$ cat config.mk
export PLATFORM = sky130hd
export DESIGN_NAME = matmul_feeder
export DESIGN_NICKNAME = d
export VERILOG_FILES = /design/src/rtl/matmul_feeder.sv
export SDC_FILE = /design/constraint.sdc
export NUM_CORES = 1
export LEC_CHECK = 0
export CORE_MARGIN = 1
export CORE_UTILIZATION = 60
export CTS_BUF_LIST = sky130_fd_sc_hd__clkbuf_16
export DETAILED_ROUTE_END_ITERATION = 7
export GPL_TIMING_DRIVEN = 0
export PLACE_DENSITY = 0.82
export SLEW_MARGIN = 15
export SYNTH_ARGS = -nofsm -noshare
export SYNTH_HDL_FRONTEND = slang
export SYNTH_SLANG_ARGS = --single-unit
$ cat constraint.sdc
create_clock -name clk -period 3.4 [get_ports clk]
set_input_delay 0.68 -clock clk [delete_from_list [all_inputs] [get_ports clk]]
set_output_delay 0.68 -clock clk [all_outputs]
set_load 0.02 [all_outputs]
$ cat src/rtl/matmul_feeder.sv
// ---------------------------------------------------------------------------
// matmul_feeder
//
// This block feeds operand tiles into an N x N systolic MAC array. It holds
// one signed N x N tile A and one signed N x N tile B. On `start` it clears
// the array accumulators for one cycle. It then streams N operand vectors,
// after which the array holds C = A * B.
//
// The array PEs forward operands combinationally, so no skew is applied. At
// step k the block broadcasts column k of A on `a_in` and row k of B on
// `b_in`, and every PE sees both in the same cycle.
//
// Ports
//   clk          rising-edge clock for all logic
//   rst          synchronous, active-high reset
//   wr_en        write one tile row this cycle (ignored while busy)
//   wr_sel       0 = tile A, 1 = tile B
//   wr_row       row index within the selected tile
//   wr_data      row data; element c at [c*W +: W]
//   start        begin a tile multiply (ignored while busy)
//   busy         a sequence is in progress (CLEAR, STREAM, DONE)
//   done         one-cycle pulse; the array accumulators hold the final C
//   arr_clr      drives the array reset (clears its accumulators)
//   systolic_en  drives the array accumulate enable
//   a_in         element i at [i*W +: W] = A[i][k]
//   b_in         element j at [j*W +: W] = B[k][j]
//
// All outputs are registered. `a_in` and `b_in` are zero outside STREAM.
// ---------------------------------------------------------------------------
module matmul_feeder #(
   parameter int N = 4,
   parameter int W = 8
) (
   input  logic                 clk,
   input  logic                 rst,
   input  logic                 wr_en,
   input  logic                 wr_sel,
   input  logic [$clog2(N)-1:0] wr_row,
   input  logic [N*W-1:0]       wr_data,
   input  logic                 start,
   output logic                 busy,
   output logic                 done,
   output logic                 arr_clr,
   output logic                 systolic_en,
   output logic [N*W-1:0]       a_in,
   output logic [N*W-1:0]       b_in
);

   localparam int            KW     = $clog2(N);
   localparam logic [KW-1:0] K_LAST = KW'(N - 1);

   typedef enum logic [1:0] {
      S_IDLE,
      S_CLEAR,
      S_STREAM,
      S_DONE
   } state_t;

   state_t         state;
   logic [KW-1:0]  k;          // step currently presented on a_in / b_in

   // Tile storage: one N*W-bit row per entry, element c at [c*W +: W].
   logic [N*W-1:0] bank_a [N];
   logic [N*W-1:0] bank_b [N];

   // Operands for the step that the next edge registers onto the outputs.
   logic [KW-1:0]  step_next;
   logic [N*W-1:0] col_a_next;
   logic [N*W-1:0] row_b_next;

   // ------------------------------------------------------------------------
   // Next-step operand selection
   // ------------------------------------------------------------------------
   // CLEAR presents step 0 next. STREAM presents step k+1 next. At the last
   // step the wrapped index is never used, because the outputs go to zero.
   // NOTE: every output of this always_comb gets a value on every path before
   // any conditional logic runs, so no latch can be inferred.
   always_comb begin
      step_next  = '0;
      col_a_next = '0;
      row_b_next = '0;
      if (state == S_STREAM) begin
         step_next = k + 1'b1;
      end
      // Column k of A is gathered from element k of every stored row.
      for (int i = 0; i < N; i++) begin
         col_a_next[i*W +: W] = bank_a[i][step_next*W +: W];
      end
      // Row k of B is already stored in the needed layout.
      row_b_next = bank_b[step_next];
   end

   // ------------------------------------------------------------------------
   // Tile banks
   // ------------------------------------------------------------------------
   // Writes are accepted only while idle. A write in the same cycle as the
   // start edge therefore lands before CLEAR, and the stream uses the new
   // data.
   // NOTE: the banks are small register files with an explicit reset. A
   // reset must leave both tiles at zero, so they cannot be mapped to an
   // uninitialised RAM.
   always_ff @(posedge clk) begin
      if (rst) begin
         for (int r = 0; r < N; r++) begin
            bank_a[r] <= '0;
            bank_b[r] <= '0;
         end
      end else if (wr_en && !busy) begin
         if (wr_sel) begin
            bank_b[wr_row] <= wr_data;
         end else begin
            bank_a[wr_row] <= wr_data;
         end
      end
   end

   // ------------------------------------------------------------------------
   // Sequencer with registered outputs
   // ------------------------------------------------------------------------
   // Strobes and operand buses default to zero every cycle. Each state then
   // raises only the outputs that belong to the next cycle, so a_in and b_in
   // are zero outside STREAM without any extra logic.
   // NOTE: all state and output registers use non-blocking assignments. Every
   // right-hand side then sees the pre-edge values, whatever order the
   // statements appear in.
   always_ff @(posedge clk) begin
      if (rst) begin
         state       <= S_IDLE;
         k           <= '0;
         busy        <= 1'b0;
         done        <= 1'b0;
         arr_clr     <= 1'b0;
         systolic_en <= 1'b0;
         a_in        <= '0;
         b_in        <= '0;
      end else begin
         done        <= 1'b0;
         arr_clr     <= 1'b0;
         systolic_en <= 1'b0;
         a_in        <= '0;
         b_in        <= '0;

         case (state)
            S_IDLE: begin
               if (start) begin
                  state   <= S_CLEAR;
                  busy    <= 1'b1;
                  arr_clr <= 1'b1;
               end
            end

            S_CLEAR: begin
               state       <= S_STREAM;
               k           <= '0;
               systolic_en <= 1'b1;
               a_in        <= col_a_next;
               b_in        <= row_b_next;
            end

            S_STREAM: begin
               if (k == K_LAST) begin
                  state <= S_DONE;
                  done  <= 1'b1;
               end else begin
                  k           <= step_next;
                  systolic_en <= 1'b1;
                  a_in        <= col_a_next;
                  b_in        <= row_b_next;
               end
            end

            S_DONE: begin
               state <= S_IDLE;
               busy  <= 1'b0;
               k     <= '0;
            end

            default: begin
               state <= S_IDLE;
               busy  <= 1'b0;
               k     <= '0;
            end
         endcase
      end
   end

endmodule

# Word level (Yosys, flattened, before mapping)
# Memories as Yosys holds them, arrays and structs flattened.
# Index checks and enable logic that the tools add are counted.
[word_totals]
regBits = 72
latchBits = 0
ram_bits = 256
romBits = 0
inputBits = 39
out_inout_bits = 68
word_cells = 69
n_memories = 2
[op_classes]
n_addsub = 1
multipliers = 0
div = 0
n_lt_le_gt_ge = 0
n_eq_ne = 7
n_shift = 4
muxes = 32
bitwise_logic = 2
n_reduce_logical = 13
[memory_table]
columns = ["memory", "words", "word_bits", "rd", "rd_clocked_by_memory_dff", "write_ports", "line_no", "source"]
rows = [
  ["bank_a", 4, 32, 4, 0, 4, "63", "logic [N*W-1:0] bank_a [N];"],
  ["bank_b", 4, 32, 1, 0, 4, "64", "logic [N*W-1:0] bank_b [N];"],
]
[ops]
columns = ["op", "count"]
rows = [
  ["$mux 32", 4],
  ["$pmux 32 s2", 2],
  ["$shiftx 32x6->8", 4],
  ["$reduce_or 32->1", 2],
  ["$mux 1", 16],
  ["$mux 2", 6],
  ["$pmux 2 s4", 1],
  ["$eq 2x2->1 const B", 3],
  ["$reduce_and 2->1", 3],
  ["$reduce_or 2->1", 3],
  ["$ne 2x2->1 const B", 2],
  ["$pmux 1 s2", 2],
  ["$pmux 2 s2", 1],
  ["$reduce_bool 2->1", 2],
  ["$add 2x1->2 const B", 1],
  ["$eq 2x1->1 const B", 1],
  ["$logic_not 2->1", 1],
  ["$ne 2x1->1 const B", 1],
  ["$not 1->1", 2],
  ["$logic_and 1x1->1", 1],
  ["$logic_not 1->1", 1],
]

# Depth between registers and ports, before layout
# Gate-level depths: netlist (run 1).
[depth]
ltp_word = 7
ltp_mapped = 7
ltp_nobuf = 5

# Worst setup path before layout (run 1)
# No wires, ideal clock.
[synth_path]
path_kind = "input to register"
startpoint = "in rst"
endpoint = "mem bank_a[0][0] in the netlist's numbering (enable)"
setup_time_ps = 375
arrival_ps = 2020
path_slack_ps = 1005
path_stages = 4
n_path_buf = 1
cell_sequence = "buf_6 -> nor4b_4 -> nor3b_4 -> or2_2"
[synth_rtl]
columns = ["element", "line_no", "source"]
rows = [
  ["start: declaration", "35", "input logic rst,"],
  ["end: declaration", "63", ""],
]

==> impl_results.md, run 1 <==
* Outcome: finished, violations left
* Failing checks: design-rule violations
* GRT Total Usage at between 20% and 30%
* Initial core utilization at between 60% and 70%
* Largest net degree at the start of global routing at 33
* Post-synth net total at just over 1k
* Maximum clock rate at about 300 MHz
* CTS Buf Count at 34
* Hold_ws at 0.511 ns
* Die Y at between 150 and 200 µm
* Final nets at 1,153
* Layout cells sized above 1 at 8.29%
* Slowest stage delay, CP at approximately 0.84 ns
* Final setup vio count at 0
* Power after layout at 10.0 mW
* FP Rows at 54
* H-tree depth at 2
* Remaining global-route overflow at 0
* Reg2reg start: busy$_SDFFE_PP0P_
* GP Congestion at 0.884
* YS warnings at 0
* Placed Cells incl. Taps at 1,352
* Post-CTS setup buffer count at 0
* Cell Int Power at about 7.3 mW
* Synthesized instance count at 966
* Post-synth top area share at 56.8%
* DR DRC count at 18
* Crit start category: primary input
* Synth area leaders: edfxtp_1 (57%), and2_1 (12%), dfxtp_1 (11%)
* Area leader, netlist: edfxtp_1
* Flop pwr share at 46.9%
* Library cells used by synthesis at 31
* Fin crit period at about 3.4 ns
* Clk root buf: clkbuf_16
* Max_cap viols at 0
* Ys flop type: edfxtp_1
* Setup CP Type: primary input to flip-flop
* Full die area at about 23,000 µm²
* Hold EP: k[1]$_SDFFE_PP0P_
* Worst Hold Class: flip-flop to flip-flop
* Routed WL per cell at approximately 23 µm
* Combinational power share at 17.2%
* Initial antenna violation count at 1
* Endpoint arrival time on the critical path at 3.50 ns
* Post-Syn Area per Cell at 14.0 µm²
* Switching Power at 2.68 mW
* Net Sw Frac at between 20% and 30%
* Post-DRT Antenna Nets at 0
* Synthesized flop and latch total at around 330
* DR pass1 iterations at 7
* Hold Crit Start: k[1]$_SDFFE_PP0P_
* Final TNS setup at 0 ns
* Vias in the first global route at 8,426
* Post-synth EDFFs at 256
* Ordered cell list for the critical path: clkdlybuf4s50_1 -> and4bb_2 -> nor3b_2 -> or2_2
* Deepest clock path buffer count at 3
* Antenna Cells at 0
* Clock tree from TritonCTS: yes
* Cells on worst reg2reg path at 3
* Leak pwr at 6.24 nW
* FFs w/ async S/R, synth at 0%
* Worst setup margin at approximately 0.028 ns
* Clk Latency, worst-skew pair at 0.51 ns
* Final Cycle Share at 99.2%
* CP endpoint kind: flip-flop
* Flop2flop setup slack at 0.41 ns
* Register area share after synthesis at 67.5%
* Max transition margin at 37.7%
* Pre-CTS setup slack at -0.420 ns
* Core Footprint at 22,000 µm²
* VDD IR max at 0.000596 V
* Global-route wire length before repair at 49,700 µm
* End of the worst register-to-register path: bank_b[1][26]$_SDFFCE_PN0P_
* CP required at 3.53 ns
* Clk pin slew, worst setup/hold paths at 0.06 ns
* RSZ-0062 raised after global routing: false
* Crit path max fanout at 32
* Hold Crit Depth at 2
* Post-Layout Cell Count at 1,414
* Ports at 107
* DP HPWL at 21,200 µm
* Final count of pins violating max slew at 0
* Clk pwr share at 35.9%
* Buffers on Ports at 105
* Mapped cell area at 13,500 µm²
* Iter 0 DRT Violations at ~760
* Vias at 8,399
* Power per cell area at around 630 nW/µm²
* Crit-path slowest cell: or2_2
* Via-per-instance ratio at 5.94
* Die width at 152 µm
* Total Routed Length at 32,800 µm
* Sink Count at 328
* Area grow syn2layout at 18.5%
* Worst-Margin Slew at 0.934 ns
* Worst clock skew at 0.00683 ns
* Final Hold Violating Endpoints at 0
==> layer usage <==
metal  up-vias  routed length [µm]  GRT usage (%)
met5         -                   0              0
met4         0                1120           10.9
met3        81                3330           5.94
met2       440               15300           46.2
met1      4099               13100           39.7
li1       3779                   -              -
==> synth_stat cells (3+ instances only) <==
cell and number:
nand2b_1 3, a211oi_1 128, buf_4 6, or2_2 4, mux2i_1 64, ha_1 6, o21ai_0 5, buf_6 7
dfxtp_1 72, inv_1 5, nor3_1 3, nor2b_1 68, a21oi_1 5, and2_1 257, clkbuf_1 31, buf_2 22
nand3_1 3, edfxtp_1 256
==> metrics by stage <==
stage          instance area, µm²  utilization [%]
5_1_grt                     16000             73.0
3_5_place_dp                14900             68.1
4_1_cts                     16000             73.0
2_1_floorplan               13500                -
3_3_place_gp                14900             68.0
6_report                    16000             73.0
==> critical path: cells and delay by family <==
family,cells,cell delay (ns)
and+or+nand+nor,3,2.13
buffers and inverters,1,0.63
==> flip-flops by register name, indices dropped and copies added, names as in the netlist <==
signal	count
done	1
a_in	32
arr_clr	1
k	2
busy	1
systolic_en	1
bank_a	128
state	2
b_in	32
bank_b	128
==> cell families after synthesis <==
| group | Yosys count | synth area share (%) |
|---|---|---|
| simple gates | 353 | 16.7 |
| flops | 328 | 67.5 |
| compound gates | 142 | 7.73 |
| buf+inv | 73 | 2.78 |
| mux | 64 | 4.74 |
| fa+ha+maj | 6 | 0.555 |
==> power by group through the flow <==
stage               sequential, mW  combinational, mW  clock (mW)
floorplan                     4.88              0.929           0
CTS                           4.70               1.72        3.60
global route                  4.72               1.82        3.76
global placement              4.77               1.65           0
finish                        4.70               1.73        3.60
detailed placement            4.78               1.70           0
==> layout make-up <==
type / count / area (µm²)
Buffer: 68 / 358
Clock buffer: 37 / 926
Clock inverter: 25 / 151
Fill cell: 1353 / 5930
Inverter: 5 / 18.8
Multi-Input combinational cell: 565 / 4030
Sequential cell: 328 / 9130
Tap cell: 280 / 350
Timing Repair Buffer: 106 / 1070
==> placed cells by master, fill, tap and decap left out, drive strengths merged <==
cell type	Yosys	routed
a211oi	128	128
a21o	2	2
a21oi	5	5
a41o	2	2
and2	257	257
and2b	1	1
and3	2	2
and4bb	1	1
buf	37	38
bufinv	0	2
clkbuf	31	68
clkdlybuf4s50	0	105
clkinv	0	15
dfxtp	72	72
edfxtp	256	256
ha	6	6
inv	5	13
mux2i	64	64
nand2	2	2
nand2b	3	3
nand3	3	3
nor2	2	2
nor2b	68	68
nor3	3	3
nor3b	4	4
nor4b	1	1
nor4bb	1	1
o21ai	5	5
or2	4	4
or4	1	1
==> repair_timing <==
item                       CTS  global route
hold buffers                 0             0
setup endpoints to repair    0            28
resized for setup            0             1
==> how the worst max path moves through the flow <==
stage / from / to / slack [ns] / cells past startpoint
6_report: wr_sel / bank_b[1][26]$_SDFFCE_PN0P_ / 0.03 / 4
5_1_grt: wr_sel / bank_b[1][30]$_SDFFCE_PN0P_ / 0.02 / 4
4_1_cts: wr_sel / bank_b[0][1]$_SDFFCE_PN0P_ / 0.08 / 4
3_5_place_dp: wr_sel / bank_b[0][24]$_SDFFCE_PN0P_ / -0.42 / 4
3_3_place_gp: wr_sel / bank_b[1][28]$_SDFFCE_PN0P_ / -0.33 / 4
2_1_floorplan: rst / bank_a[0][0]$_SDFFCE_PN0P_ / 1.01 / 4
Note: power is estimated with default switching activity, not from simulation.
==> inputs of run 2 (changes only) <==
--- a/config.mk
+++ b/config.mk
@@ -8,6 +8,7 @@
 export CORE_MARGIN = 1
 export CORE_UTILIZATION = 60
 export CTS_BUF_LIST = sky130_fd_sc_hd__clkbuf_16
+export CTS_CLUSTER_SIZE = 25
 export DETAILED_ROUTE_END_ITERATION = 7
 export GPL_TIMING_DRIVEN = 0
 export PLACE_DENSITY = 0.82
==> results of run 2 <==
Same layout as run 1: the final DEF is identical, and so are final timing and power.
